==> config.mk <==
export PLATFORM = sky130hd
export DESIGN_NAME = chess_clock_display
export DESIGN_NICKNAME = d
export VERILOG_FILES = /design/src/rtl/chess_clock_pkg.sv /design/src/rtl/time_to_mmss.sv /design/src/rtl/chess_clock_display.sv
export SDC_FILE = /design/constraint.sdc
export NUM_CORES = 1
export LEC_CHECK = 0
export ABC_AREA = 1
export CELL_PAD_IN_SITES_DETAIL_PLACEMENT = 2
export CELL_PAD_IN_SITES_GLOBAL_PLACEMENT = 2
export CORE_MARGIN = 1.5
export CORE_UTILIZATION = 39
export CTS_CLUSTER_DIAMETER = 30
export DETAILED_ROUTE_END_ITERATION = 8
export DONT_BUFFER_PORTS = 1
export PLACE_DENSITY_LB_ADDON = 0.08
export SYNTH_ARGS = -nofsm -noshare
export SYNTH_HDL_FRONTEND = slang
export SYNTH_SLANG_ARGS = --single-unit
==> constraint.sdc <==
create_clock -name clk -period 3.6 [get_ports clk]
set_input_delay 0.72 -clock clk [delete_from_list [all_inputs] [get_ports clk]]
set_output_delay 0.72 -clock clk [all_outputs]
set_load 0.03 [all_outputs]
==> src/rtl/chess_clock_pkg.sv <==
// Shared constants, FSM state type and small helpers for the chess clock display.
package chess_clock_pkg;

  localparam logic [15:0] MAX_DISPLAY_SECONDS = 16'd5999;

  // Segment codes {g,f,e,d,c,b,a}, active-low
  localparam logic [6:0] SEG_0     = 7'b1000000;
  localparam logic [6:0] SEG_1     = 7'b1111001;
  localparam logic [6:0] SEG_2     = 7'b0100100;
  localparam logic [6:0] SEG_3     = 7'b0110000;
  localparam logic [6:0] SEG_4     = 7'b0011001;
  localparam logic [6:0] SEG_5     = 7'b0010010;
  localparam logic [6:0] SEG_6     = 7'b0000010;
  localparam logic [6:0] SEG_7     = 7'b1111000;
  localparam logic [6:0] SEG_8     = 7'b0000000;
  localparam logic [6:0] SEG_9     = 7'b0010000;
  localparam logic [6:0] SEG_BLANK = 7'b1111111;

  typedef enum logic [2:0] {
    ST_IDLE,
    ST_SAMPLE,
    ST_DIV,
    ST_BCD,
    ST_COMMIT
  } conv_state_e;

  function automatic logic [6:0] seg_encode(input logic [3:0] d);
    case (d)
      4'd0:    return SEG_0;
      4'd1:    return SEG_1;
      4'd2:    return SEG_2;
      4'd3:    return SEG_3;
      4'd4:    return SEG_4;
      4'd5:    return SEG_5;
      4'd6:    return SEG_6;
      4'd7:    return SEG_7;
      4'd8:    return SEG_8;
      4'd9:    return SEG_9;
      default: return SEG_BLANK;
    endcase
  endfunction

  function automatic logic [15:0] saturate(input logic [15:0] t);
    return (t > MAX_DISPLAY_SECONDS) ? MAX_DISPLAY_SECONDS : t;
  endfunction

endpackage

==> src/rtl/time_to_mmss.sv <==
// Seconds to MM:SS BCD: 16-cycle restoring divide by 60, then 7-cycle double-dabble.
module time_to_mmss
  import chess_clock_pkg::*;
(
  input  logic        clk,
  input  logic        reset,
  input  logic        start,
  input  logic [15:0] seconds,
  output logic        div_done,
  output logic        done,
  output logic [7:0]  mm_bcd,
  output logic [7:0]  ss_bcd
);

  // Handshake: start is a one-cycle pulse that loads seconds (and aborts any run);
  // div_done is high on the last divide cycle; done is high on the last BCD cycle,
  // and mm_bcd/ss_bcd are valid only in that cycle.

  logic        div_run;
  logic        bcd_run;
  logic [3:0]  step;
  logic [15:0] qd;
  logic [5:0]  rem;
  logic [6:0]  m_bin;
  logic [6:0]  s_bin;
  logic [7:0]  m_acc;
  logic [7:0]  s_acc;

  logic [6:0]  trial;
  logic        fits;
  logic [5:0]  rem_next;
  logic [15:0] qd_next;

  function automatic logic [7:0] dabble(input logic [7:0] acc, input logic b);
    logic [3:0] lo;
    logic [3:0] hi;
    lo = (acc[3:0] >= 4'd5) ? acc[3:0] + 4'd3 : acc[3:0];
    hi = (acc[7:4] >= 4'd5) ? acc[7:4] + 4'd3 : acc[7:4];
    return 8'({hi, lo, b});
  endfunction

  always_comb begin
    trial    = {rem, qd[15]};
    fits     = (trial >= 7'd60);
    rem_next = fits ? 6'(trial - 7'd60) : trial[5:0];
    qd_next  = {qd[14:0], fits};
    mm_bcd   = dabble(m_acc, m_bin[6]);
    ss_bcd   = dabble(s_acc, s_bin[6]);
    div_done = div_run && (step == 4'd15);
    done     = bcd_run && (step == 4'd6);
  end

  always_ff @(posedge clk) begin
    if (reset) begin
      div_run <= 1'b0;
      bcd_run <= 1'b0;
      step    <= '0;
      qd      <= '0;
      rem     <= '0;
      m_bin   <= '0;
      s_bin   <= '0;
      m_acc   <= '0;
      s_acc   <= '0;
    end else if (start) begin
      div_run <= 1'b1;
      bcd_run <= 1'b0;
      step    <= '0;
      qd      <= seconds;
      rem     <= '0;
    end else if (div_run) begin
      qd   <= qd_next;
      rem  <= rem_next;
      step <= step + 4'd1;
      if (step == 4'd15) begin
        // Quotient fits in 7 bits because the input is saturated to 5999
        div_run <= 1'b0;
        bcd_run <= 1'b1;
        step    <= '0;
        m_bin   <= qd_next[6:0];
        s_bin   <= {1'b0, rem_next};
        m_acc   <= '0;
        s_acc   <= '0;
      end
    end else if (bcd_run) begin
      m_acc <= mm_bcd;
      s_acc <= ss_bcd;
      m_bin <= {m_bin[5:0], 1'b0};
      s_bin <= {s_bin[5:0], 1'b0};
      step  <= step + 4'd1;
      if (step == 4'd6) bcd_run <= 1'b0;
    end
  end

endmodule

==> src/rtl/chess_clock_display.sv <==
// Snapshots both players' times each frame, converts to MM:SS and drives an
// 8-digit multiplexed active-low 7-segment display with blinking colons.
module chess_clock_display
  import chess_clock_pkg::*;
#(
  parameter int SCAN_DIV     = 50000,
  parameter int BLINK_FRAMES = 64
) (
  input  logic        clk,
  input  logic        reset,
  input  logic [15:0] player1_time,
  input  logic [15:0] player2_time,
  input  logic        player1_flag,
  input  logic        player2_flag,
  output logic [7:0]  an,
  output logic [6:0]  seg,
  output logic        dp,
  output logic        busy,
  output logic        valid,
  output conv_state_e state_dbg
);

  conv_state_e state;
  conv_state_e state_next;

  logic        first_pending;
  logic        player;
  logic [15:0] p2_hold;
  logic [15:0] p1_bcd;
  logic [15:0] p2_bcd;
  logic [31:0] digit_bits;

  logic [15:0] scan_cnt;
  logic [2:0]  digit_idx;
  logic [7:0]  frame_cnt;
  logic        blink_phase;
  logic        scan_wrap;
  logic        frame_end;

  logic        conv_start;
  logic [15:0] conv_value;
  logic        conv_div_done;
  logic        conv_done;
  logic [7:0]  conv_mm;
  logic [7:0]  conv_ss;

  logic [3:0]  cur_digit;
  logic        colon_lit;

  time_to_mmss u_conv (
    .clk      (clk),
    .reset    (reset),
    .start    (conv_start),
    .seconds  (conv_value),
    .div_done (conv_div_done),
    .done     (conv_done),
    .mm_bcd   (conv_mm),
    .ss_bcd   (conv_ss)
  );

  assign scan_wrap = (scan_cnt == 16'(SCAN_DIV - 1));
  assign frame_end = scan_wrap && (digit_idx == 3'd7);
  assign busy      = (state != ST_IDLE);
  assign state_dbg = state;

  always_comb begin
    state_next = state;
    conv_start = 1'b0;
    conv_value = p2_hold;
    case (state)
      ST_IDLE:   if (first_pending || frame_end) state_next = ST_SAMPLE;
      ST_SAMPLE: begin
        conv_start = 1'b1;
        conv_value = saturate(player1_time);
        state_next = ST_DIV;
      end
      ST_DIV:    if (conv_div_done) state_next = ST_BCD;
      ST_BCD: begin
        if (conv_done) begin
          if (!player) begin
            conv_start = 1'b1;
            state_next = ST_DIV;
          end else begin
            state_next = ST_COMMIT;
          end
        end
      end
      ST_COMMIT: state_next = ST_IDLE;
      default:   state_next = ST_IDLE;
    endcase
  end

  always_ff @(posedge clk) begin
    if (reset) begin
      state         <= ST_IDLE;
      first_pending <= 1'b1;
      player        <= 1'b0;
      p2_hold       <= '0;
      p1_bcd        <= '0;
      p2_bcd        <= '0;
      digit_bits    <= '0;
      valid         <= 1'b0;
    end else begin
      state <= state_next;
      if (state == ST_IDLE) first_pending <= 1'b0;
      if (state == ST_SAMPLE) begin
        p2_hold <= saturate(player2_time);
        player  <= 1'b0;
      end
      if (state == ST_BCD && conv_done) begin
        if (!player) begin
          p1_bcd <= {conv_mm, conv_ss};
          player <= 1'b1;
        end else begin
          p2_bcd <= {conv_mm, conv_ss};
        end
      end
      if (state == ST_COMMIT) begin
        digit_bits <= {p1_bcd, p2_bcd};
        valid      <= 1'b1;
      end
    end
  end

  always_ff @(posedge clk) begin
    if (reset) begin
      scan_cnt    <= '0;
      digit_idx   <= '0;
      frame_cnt   <= '0;
      blink_phase <= 1'b0;
    end else begin
      if (scan_wrap) begin
        scan_cnt  <= '0;
        digit_idx <= digit_idx + 3'd1;
      end else begin
        scan_cnt <= scan_cnt + 16'd1;
      end
      if (frame_end) begin
        if (frame_cnt == 8'(BLINK_FRAMES - 1)) begin
          frame_cnt   <= '0;
          blink_phase <= ~blink_phase;
        end else begin
          frame_cnt <= frame_cnt + 8'd1;
        end
      end
    end
  end

  // Flags are used live so a change of move shows without waiting for a frame
  always_comb begin
    cur_digit = digit_bits[{digit_idx, 2'b00} +: 4];
    colon_lit = valid &&
                (((digit_idx == 3'd6) && (!player1_flag || blink_phase)) ||
                 ((digit_idx == 3'd2) && (!player2_flag || blink_phase)));
  end

  always_ff @(posedge clk) begin
    if (reset) begin
      an  <= 8'hFF;
      seg <= SEG_BLANK;
      dp  <= 1'b1;
    end else begin
      an  <= ~(8'b1 << digit_idx);
      seg <= valid ? seg_encode(cur_digit) : SEG_BLANK;
      dp  <= ~colon_lit;
    end
  end

endmodule
### Word-level counts from Yosys, hierarchy flattened

Memories as Yosys holds them, arrays and structs flattened. A register that Yosys moved wholly into a read port is not among the register bits.
Cells that the tools add are included.

* flip-flop bits (word level): 181
* ROM bits: 112
* output and inout bits: 21
* word-level logic and storage cells: 131
* memories kept: 1

Memories
* (name not given): words 16, width 7, read ports 1, clocked after memory_dff 1, wr ports 0, line chess_clock_pkg.sv:28 `case (d)`

* add/subtract/negate cells: 9
* $lt $le $gt $ge: 7
* equality and inequality tests: 15
* shifts and indexed selects: 2
* multiplexer cells: 43
* bitwise logic cells: 6
* reductions and logical operators: 25

Operators with widths (number)
* $mux 16: 5
* $mux 8: 6
* $mux 7: 6
* $gt 16x13->1 const B: 2
* $shiftx 32x6->4: 1
* $mux 4: 5
* $mux 3: 6
* $add 16x1->16 const B: 1
* $eq 16x16->1 const B: 1
* $ge 4x3->1 const B: 4
* $mux 1: 12
* $pmux 3 s4: 1
* $eq 3x2->1 const B: 3
* $eq 3x3->1 const B: 3
* $add 4x2->4 const B: 2
* $add 8x1->8 const B: 1
* $eq 8x6->1 const B: 1
* $ne 2x2->1 const B: 4
* $not 8->8: 1
* $shl 1x3->8 const A: 1
* $ge 7x6->1 const B: 1
* $logic_and 1x1->1: 7
* $add 3x2->3 const B: 2
* $mux 6: 1
* 16 further kinds: 30

### Depth between registers and ports, before layout

* word-level depth: 6
* gate-level depth with buffers: 13
* depth with buffers taken out: 12

### Modules after synthesis

A second synthesis with hierarchy kept.

* cell total of the unflattened synthesis: 1170
* area total of the unflattened synthesis: 8663.3 µm²

By module, submodules not included
* chess_clock_display: instances 1, cells an instance 807, area each 5844.4 µm², sequential area each 2602.5 µm²
* time_to_mmss: instances 1, cells an instance 363, area each 2819.0 µm², sequential area each 1161.1 µm²

### Worst setup path after synthesis

Ideal clock, no wire load.

* path kind: reg2reg
* start: register digit_idx[1]
* end: register seg[5]
* library setup time: 0.133 ns
* data arrival time: 1.762 ns
* required time: 3.467 ns
* path slack: 1.705 ns
* stages on the path, launching flop included: 12
* clock period less this slack: 1.895 ns
* cell sequence: dfxtp_1 -> buf_1 -> nor2_1 -> o21ai_0 -> nand2_1 -> o21ai_0 -> inv_1 -> ha_1 -> inv_1 -> nand3_1 -> nand3_1 -> nand3_1

* word-level cells in the longest chain between the ends: 1

Ends and longest elaborated chain
* from (decl): line chess_clock_display.sv:34 `logic [2:0] digit_idx;`
* from (signal assigned): line chess_clock_display.sv:134 `digit_idx <= digit_idx + 3'd1;`
* $shiftx 32x6->4: line chess_clock_display.sv:151 `cur_digit = digit_bits[{digit_idx, 2'b00} +: 4];`
* to (decl): line chess_clock_display.sv:16 `output logic [6:0] seg,`

Every way passes these cells.
A chain may end at the register's enable or synchronous reset.

### Final worst setup path

* start: register digit_idx[0]
* end: register seg[6]

Same word-level chain as after synthesis.

==> results.ini <==
[synthesis]
synth_area_um2=8540
ys_top_cells_by_count=nand2_1 (290), nor2_1 (192), dfxtp_1 (188)
netlist_top_cells_area=dfxtp_1 (44%), nand2_1 (13%), nor2_1 (8.4%)
yosysWarnings=0
synth_top_cell_by_area=dfxtp_1
synth_cell_types=35
yosysSeqAreaShare_pct=44.0
syn_nets=1286
yosys.cell_count.top_type=nand2_1
ys_ff_latch=188
avgSynthCellArea_um2=6.97
async_flop_share_pct=0
yosys_most_used_dff=dfxtp_1
syn-instance-count=1226
synth_edf_count=0
netlist.area_leader.share_pct=44.0

[die]
fp-row-count=53
die_area_um2=22800
fp.dieW_um=151
ios=57
core_area_um2=21300
start_util_pct=40.1
chipHeight_um=151

[setup_path]
regToRegEndpoint=seg[6]$_SDFF_PP1_
critPathLaunchType=register
cp.depth=10
cp.buffers_inverters=3
timing.critical_path.to=seg[6]$_SDFF_PP1_
critPathCaptureType=register
cp.required_ns=3.88
r2r_cells=10
critPathSlowestCell=dfxtp_1
critPathTopFamily=flip-flops
cp_max_fo=25
worst-setup-path-type=register to register
crit_top_cell=nand3_1
crit_start=digit_idx[0]$_SDFFE_PP0P_
rrSetupSlack_ns=0.78
cp_cell_sequence=inv_2 > o21ai_0 > nand2_1 > o21ai_0 > inv_1 > ha_1 > inv_1 > nand3_1 > nand3_1 > nand3_1
r2r_start=digit_idx[0]$_SDFFE_PP0P_
cp.arrival_ns=3.10
cp_slowest_stage_delay_ns=0.91

[clock_tree]
clk_pin_slew_ns=0.08
cts_made_buffers=17
cts_resized=0
cts-htree-levels=4
cts_tree=built
ctsHoldBuffers=0
clock_sinks=188
cts_buffer_depth=2
ctsRootBufferMaster=clkbuf_16
clk_latency_ns=0.43
cts_setup_buffers=0

[global_routing]
grt-ovfl-total=0
first_global_vias=8235
antenna_found_initial=0
grt_max_degree=74
grt_use_total_pct=23.4
grt_pass1_wl_um=42000

[timing]
slew_headroom_pct=39.7
post-route-min-period_ns=2.82
clock_skew_ns=0.0160
rsz0062_at_grt=no
maxSlewViolCount=0
fin_crit_sh_pct=78.4
tightest_slew_ns=0.903
timing.hold.ws_ns=0.347
finalHoldViolCount=0
setup_violations=0
layout_setup_ws_ns=0.779
tns_ns=0
clock.fmax_mhz=355

[drt]
route.detailed.drc=0
avgRoutedWirePerCell_um=17.0
viasPerCell=5.22
vias=7766
routed_wl_um=25300
dr.pass1.iters=4
first_iter_violations=297
ant_nets=0

[power]
peakVddDrop_mv=0.281
power_density_nw_per_um2=588
p_leak_uw=0.00390

[placement]
post_dp_cell_area_um2=8690
numPortBuffers=0
dpl.hpwl_um=17600
dpl_worst_slack_ns=0.879
routabilityCongestion=0.806

[cells_and_area]
postLayoutCellArea_um2=9270
antenna_cells=0
multiInputGateArea_um2=4110
area_growth_pct=8.49
utilization_pct=43.5
seq_area_um2=3760
fin_nets=1259
layout-drive-gt1-share_pct=4.54
n_fill_cell=2513

[flow_run]
drv_cap=0

[hold_path]
hold_path.class=primary input to register

[outcome]
status=completed

-- per-stage QoR --
| step | total power, uW | std cells |
|---|---|---|
| after floorplan | 3330 | 1226 |
| after global placement | 3580 | 1455 |
| after detailed placement | 3630 | 1455 |
| after CTS | 5520 | 1487 |
| after global routing | 5780 | 1487 |
| final | 5450 | 1487 |
-- worst min-delay path by stage --
stage,startpoint,endpoint,cells past startpoint
floorplan,scan_cnt[0]$_SDFF_PP0_,scan_cnt[0]$_SDFF_PP0_,1
global placement,first_pending$_SDFFE_PP1N_,first_pending$_SDFFE_PP1N_,2
detailed placement,first_pending$_SDFFE_PP1N_,first_pending$_SDFFE_PP1N_,2
CTS,reset,blink_phase$_SDFFE_PP0P_,1
global route,reset,frame_cnt[5]$_SDFFE_PP0P_,1
finish,reset,blink_phase$_SDFFE_PP0P_,1
-- cell type report --
type	instances	share of cell area [%]
Inverter	110	4.48
Timing Repair Buffer	8	0.648
Clock buffer	19	4.78
Multi-Input combinational cell	874	44.3
Clock inverter	13	1.46
Tap cell	275	3.71
Sequential cell	188	40.6
-- report_power, final --
| group | switching (uW) | internal (uW) |
|---|---|---|
| combinational | 849 | 333 |
| sequential | 141 | 2270 |
| clock | 871 | 991 |
-- cells in the final DEF, fill, tap and decap left out, drive strengths merged --
cell | Yosys | routed
a211oi | 1 | 1
nor2 | 195 | 195
buf | 19 | 8
dfxtp | 188 | 188
a21oi | 115 | 115
o31ai | 1 | 1
xnor2 | 1 | 1
xor2 | 14 | 14
clkinv | 2 | 9
nand2 | 293 | 293
clkbuf | 35 | 19
nor3 | 6 | 6
or2 | 4 | 4
nand4 | 7 | 7
nor4 | 1 | 1
nand3 | 81 | 81
ha | 24 | 24
o21bai | 3 | 3
bufinv | 0 | 1
o21ai | 122 | 122
nor3b | 2 | 2
nand3b | 2 | 2
o211ai | 2 | 2
inv | 108 | 113
-- worst register-to-register path, stage by stage, from the launching register on --
cell and delay (ns):
dfxtp_1 0.91, inv_2 0.29, o21ai_0 0.23, nand2_1 0.07, o21ai_0 0.48, inv_1 0.14, ha_1 0.21, inv_1 0.05
nand3_1 0.09, nand3_1 0.11, nand3_1 0.09
-- routing by layer --
metal	GRT usage, %	wire (um)	vias to the layer above
li1	-	-	3875
met1	29.5	11900	3805
met2	41.4	12600	66
met3	3.34	487	20
met4	6.31	257	0
met5	0	0	-
-- flip-flops by register name, indices dropped and copies added, names as in the netlist, 4 cells and up --
name / count
seg: 7
p1_bcd: 16
u_conv.s_bin: 7
u_conv.step: 4
scan_cnt: 16
u_conv.m_bin: 7
u_conv.rem: 6
p2_hold: 16
u_conv.qd: 16
u_conv.m_acc: 8
an: 8
frame_cnt: 8
u_conv.s_acc: 8
digit_bits: 32
p2_bcd: 16
-- logic make-up after synthesis --
logic type | share of synthesized area [%]
AOI/OAI and AO/OA | 14.5
xor gates and xnor gates | 1.54
adders and majority gates | 3.51
buffers and inverters | 7.86
DFF | 44.0
and+or+nand+nor | 28.5
No activity file was read; power rests on OpenSTA's default activity.
